**src/rtl/pc_seq_ctrl.sv**
```systemverilog
// Program-counter sequencer: next-PC selection, branch-target LUT and the
// idle/launch/run/done program-run FSM. Define REL_BRANCH_EN for PC-relative branch targets.
module pc_seq_ctrl #(
  parameter int unsigned      PC_W      = 12,
  parameter int unsigned      LUT_DEPTH = 32,
  parameter logic [PC_W-1:0]  BASE_ADDR = '0,
  parameter int unsigned      CNT_W     = 16,
  localparam int unsigned     IDX_W     = $clog2(LUT_DEPTH)
) (
  input  logic             clk,
  input  logic             reset,
  input  logic             go,
  input  logic [PC_W-1:0]  pc_cur,
  input  logic             branch_taken,
  input  logic [IDX_W-1:0] branch_idx,
  input  logic             halt,
  input  logic             lut_we,
  input  logic [IDX_W-1:0] lut_waddr,
  input  logic [PC_W-1:0]  lut_wdata,
  output logic [PC_W-1:0]  pc_next,
  output logic             start,
  output logic             done,
  output logic [CNT_W-1:0] cycle_count
);

  typedef enum logic [1:0] {
    ST_IDLE   = 2'd0,
    ST_LAUNCH = 2'd1,
    ST_RUN    = 2'd2,
    ST_DONE   = 2'd3
  } state_e;

  state_e            state_q, state_d;
  logic [CNT_W-1:0]  cnt_q, cnt_d;
  logic [PC_W-1:0]   lut_q [LUT_DEPTH];
  logic [PC_W-1:0]   lut_rd;
  logic [PC_W-1:0]   branch_tgt;
  logic [PC_W-1:0]   pc_inc;

  // State register
  always_ff @(posedge clk or posedge reset) begin
    if (reset) begin
      state_q <= ST_IDLE;
    end else begin
      state_q <= state_d;
    end
  end

  // Next-state logic; go only matters in IDLE and DONE
  always_comb begin
    state_d = state_q;
    case (state_q)
      ST_IDLE:   if (go) state_d = ST_LAUNCH;
      ST_LAUNCH: state_d = ST_RUN;
      ST_RUN:    if (halt) state_d = ST_DONE;
      ST_DONE:   if (go) state_d = ST_LAUNCH;
      default:   state_d = ST_IDLE;
    endcase
  end

  // Outputs and next-address selection; halt outranks a taken branch
  always_comb begin
    start   = 1'b0;
    done    = 1'b0;
    pc_next = pc_cur;
    case (state_q)
      ST_IDLE:   start = 1'b1;
      ST_LAUNCH: pc_next = BASE_ADDR;
      ST_RUN: begin
        if (halt) begin
          pc_next = pc_cur;
        end else if (branch_taken) begin
          pc_next = branch_tgt;
        end else begin
          pc_next = pc_inc;
        end
      end
      ST_DONE:   done = 1'b1;
      default:   start = 1'b1;
    endcase
  end

  // Branch-target LUT: write lands at the edge, so a same-cycle read sees the old entry
  always_ff @(posedge clk or posedge reset) begin
    if (reset) begin
      for (int i = 0; i < int'(LUT_DEPTH); i++) begin
        lut_q[i] <= '0;
      end
    end else if (lut_we) begin
      lut_q[lut_waddr] <= lut_wdata;
    end
  end

  assign lut_rd = lut_q[branch_idx];
  assign pc_inc = pc_cur + PC_W'(1);

`ifdef REL_BRANCH_EN
  assign branch_tgt = pc_cur + lut_rd;
`else
  assign branch_tgt = lut_rd;
`endif

  // RUN-cycle counter, cleared on launch and saturating at all-ones
  always_comb begin
    cnt_d = cnt_q;
    if (state_q == ST_LAUNCH) begin
      cnt_d = '0;
    end else if (state_q == ST_RUN && cnt_q != {CNT_W{1'b1}}) begin
      cnt_d = cnt_q + CNT_W'(1);
    end
  end

  always_ff @(posedge clk or posedge reset) begin
    if (reset) begin
      cnt_q <= '0;
    end else begin
      cnt_q <= cnt_d;
    end
  end

  assign cycle_count = cnt_q;

endmodule

```
**config.mk**
```make
export PLATFORM = sky130hd
export DESIGN_NAME = pc_seq_ctrl
export DESIGN_NICKNAME = d
export VERILOG_FILES = /design/src/rtl/pc_seq_ctrl.sv
export SDC_FILE = /design/constraint.sdc
export NUM_CORES = 1
export LEC_CHECK = 0
export CORE_MARGIN = 5
export CORE_UTILIZATION = 64
export DETAILED_ROUTE_END_ITERATION = 8
export DONT_BUFFER_PORTS = 1
export GPL_TIMING_DRIVEN = 0
export PLACE_DENSITY = 0.8
export SLEW_MARGIN = 20
export SYNTH_ARGS = -nofsm -noshare
export SYNTH_HDL_FRONTEND = slang
export SYNTH_SLANG_ARGS = --single-unit
```
**constraint.sdc**
```tcl
create_clock -name clk -period 13.05 [get_ports clk]
set_input_delay 0.6525 -clock clk [delete_from_list [all_inputs] [get_ports clk]]
set_output_delay 0.6525 -clock clk [all_outputs]
set_load 0.02 [all_outputs]
```
==> metrics.md <==
| Metric | Value |
|---|---|
| Outcome | completed |
| CTS tree | built |
| Remaining DRCs | 0 |
| Post-synth cell types | 51 |
| Commonest non-fill, non-tap cell in the layout | dfrtp_1 |
| Design Area, Final | 0.0211 mm2 |
| Static Leak | 9.38 nW |
| Share of post-route cells with drive strength above 1 | 41.6% |
| Gr usage total | 31.7% |
| Syn Nets | 1,367 |
| Dpl hpwl | 35.7 mm |
| Initial core utilization | 64.5% |
| Post-synthesis sequential area ratio | 52.8% |
| Worst path max stage delay | 1.22 ns |
| Fillers | 1,925 |
| Antenna Nets Post-Route | 0 |
| Crit Path Category | register to output port |
| DIE HEIGHT | 183 um |
| Slew headroom | 13.7% |
| Die X | 183 um |
| Number of synthesized flops with an enable pin | 0 |
| Root buffer cell | clkbuf_16 |
| Vias per cell | 6.87 |
| Routed vias | 12,300 |
| Fraction of registers with async set/reset | 100% |
| Pint | 2.55 mW |
| Core box area | 0.0296 mm2 |
| Worst min path class | primary input to register |
| Ports | 70 |
| Peak VDD IR | 0.0921 mV |
| Cells after Synth | 1,320 |
| Die area | 0.0333 mm2 |
| Sw power | 968 uW |
| Total CTS buffers | 43 |
| Crit-path cells | inv_1, ha_1, nor2b_1, nand3_1, a2111oi_0, a221o_1 |
| Worst Clk Skew | 0.00362 ns |
| Commonest cells after routing, fill and taps aside | dfrtp_1, mux2_2, clkbuf_1, mux4_2 |
| Fin nets | 1,417 |
| RSZ-0062 raised after global routing | false |
| Area Overhead vs Synth | 10.5% |
| Power consumption | 3.52 mW |
| Reg clk slew, reported paths | 0.06 ns |
| Pin count of the biggest net entering global routing | 110 |
| CP Max Fanout | 8 |
| Gpl congestion | 0.922 |
| Detailed Route Iter0 Violations | 1,117 |
| Required time of the worst setup path | 12.40 ns |
| Crit path DAT | 4.02 ns |
| TritonCTS sink count | 402 |
| Skew-Pair Late Insertion Delay | 0.53 ns |
| Post-Syn Area | 0.0191 mm2 |
| Clk network pwr share | 34.2% |
| Global-route wire length before repair | 79.6 mm |
| Grt ovf | 0 |
| Reg power frac | 46.1% |
| Kind of end point of the critical path | output port |
| Mean post-synth cell area | 14.4 um2 |
| Yosys reg bits | 402 |
| F_max | 214 MHz |
| Fin crit share | 35.8% |
| Initial antenna violation count | 0 |
| Top_reg_cell synth | dfrtp_1 |
| N_diodes | 0 |
| Clock Tree Buf Depth | 3 |
| H-tree depth | 2 |
| Final Hold Violating Endpoints | 0 |
| Final WL | 52.0 mm |
| Yosys Warn Count | 0 |
| Row count | 63 |
| Min Tclk post-route | 4.67 ns |
| Max-slew violation count | 0 |
| Worst slew pin tran | 1.26 ns |
| DP Cell Count | 1,714 |
| Total Neg Setup Slack | 0 ns |
| Sw Ratio | 27.5% |
| Buffers on Ports | 0 |
| Placed cell area | 0.0197 mm2 |
| Vias in the first global route | 12,900 |
| Max cap viols | 0 |
| Slowest CP cell | a2111oi_0 |
| First drt pass iteration count | 7 |
| PostCTS Resize Cnt | 0 |
| Setup crit start kind | register |
| Finished Layout Cells | 1,789 |
| Final core occ | 71.3% |
| Setup violators final | 0 |
| Cell Pwr Density | 167 mW/mm2 |
| Wire length per cell after detailed routing | 29.1 um |
| Combinational power share | 19.7% |
## worst paths after layout
| check | start | to | slack (ns) | cells past startpoint |
|---|---|---|---|---|
| worst max-delay path | state_q[0]$_DFFE_PP0P_ | pc_next[11] | 8.38 | 6 |
| worst min-delay path | lut_wdata[4] | lut_q[112]$_DFFE_PP0P_ | 0.27 | 1 |
| worst max register to register | cycle_count[8]$_DFFE_PP0P_ | cycle_count[13]$_DFFE_PP0P_ | 10.65 | 6 |
| worst min register to register | lut_q[42]$_DFFE_PP0P_ | lut_q[42]$_DFFE_PP0P_ | 0.50 | 1 |
| max in group asynchronous | reset | lut_q[220]$_DFFE_PP0P_ | 11.12 | 4 |
| min in group asynchronous | reset | lut_q[177]$_DFFE_PP0P_ | 0.60 | 2 |
## cell families after synthesis
| logic type | Yosys count | share of synthesized area (%) |
|---|---|---|
| DFF | 402 | 52.8 |
| AOI/OAI and AO/OA | 106 | 3.80 |
| and+or+nand+nor | 165 | 4.31 |
| buffers and inverters | 118 | 2.93 |
| muxes | 513 | 35.3 |
| xor gates and xnor gates | 9 | 0.413 |
| adders and majority gates | 7 | 0.459 |
## repair_timing
item / 4_1_cts / 5_1_grt
setup buffers: 0 / 0
endpoints found under the hold margin: 42 / 0
hold buffers: 1 / 0
## flip-flops by register name, summed over array words and instances (netlist names)
| register | cells |
|---|---|
| cycle_count | 16 |
| lut_q | 384 |
| state_q | 2 |
## through the flow
stage / setup WS (ns) / hold slack (ns)
after floorplan: 1.22 / 0.470
after global placement: -2.68 / 0.480
after detailed placement: 8.90 / 0.488
after CTS: 8.60 / 0.260
after global routing: 8.40 / 0.259
final: 8.38 / 0.269
## Yosys cell counts (11+ instances only)
| cell | n | area (um2) |
|---|---|---|
| o22ai_1 | 16 | 100 |
| nor2_1 | 40 | 150 |
| nand3_1 | 18 | 90.1 |
| dfrtp_1 | 402 | 10100 |
| mux2i_1 | 36 | 360 |
| nand2_1 | 43 | 161 |
| mux4_2 | 80 | 1800 |
| a21oi_1 | 11 | 55.1 |
| buf_2 | 17 | 85.1 |
| o21ai_0 | 30 | 150 |
| clkbuf_1 | 73 | 274 |
| mux2_2 | 390 | 4390 |
| and3_1 | 11 | 68.8 |
## routing by layer
layer / part of all wire, % / GRT usage, % / routed length [um] / vias to the layer above
met5: 0.067 / 0.889 / 35 / -
met4: 4.4 / 12.1 / 2300 / 2
met3: 8.6 / 6.76 / 4490 / 166
met2: 47 / 49.4 / 24300 / 601
met1: 40 / 44.3 / 20900 / 6487
li1: - / - / - / 5043
## critical path, delay by kind of cell (launching register included)
kind                       cells  cell delay, ns
AOI/OAI and AO/OA              2            1.58
adders and majority gates      1            0.40
buffers and inverters          1            0.09
DFF                            1            0.43
and+or+nand+nor                2            1.00
## power groups by stage
stage	logic (mW)	registers [mW]	clock network, mW
after global routing	0.739	1.64	1.26
after CTS	0.687	1.62	1.21
after global placement	0.651	1.62	0
after floorplan	0.530	1.59	0
after detailed placement	0.680	1.63	0
final	0.692	1.62	1.20
## layout make-up
| class | instances | area, um2 | share of cell area, % |
|---|---|---|---|
| clock inverter | 9 | 104 | 0.493 |
| multi-input combinational | 800 | 8450 | 40.1 |
| sequential | 402 | 10100 | 47.7 |
| inverter | 9 | 41.3 | 0.196 |
| buffer | 109 | 526 | 2.49 |
| timing repair buffer | 5 | 120 | 0.570 |
| tap | 390 | 488 | 2.32 |
| clock buffer | 65 | 1280 | 6.07 |
No activity file was read; power rests on OpenSTA's default activity.
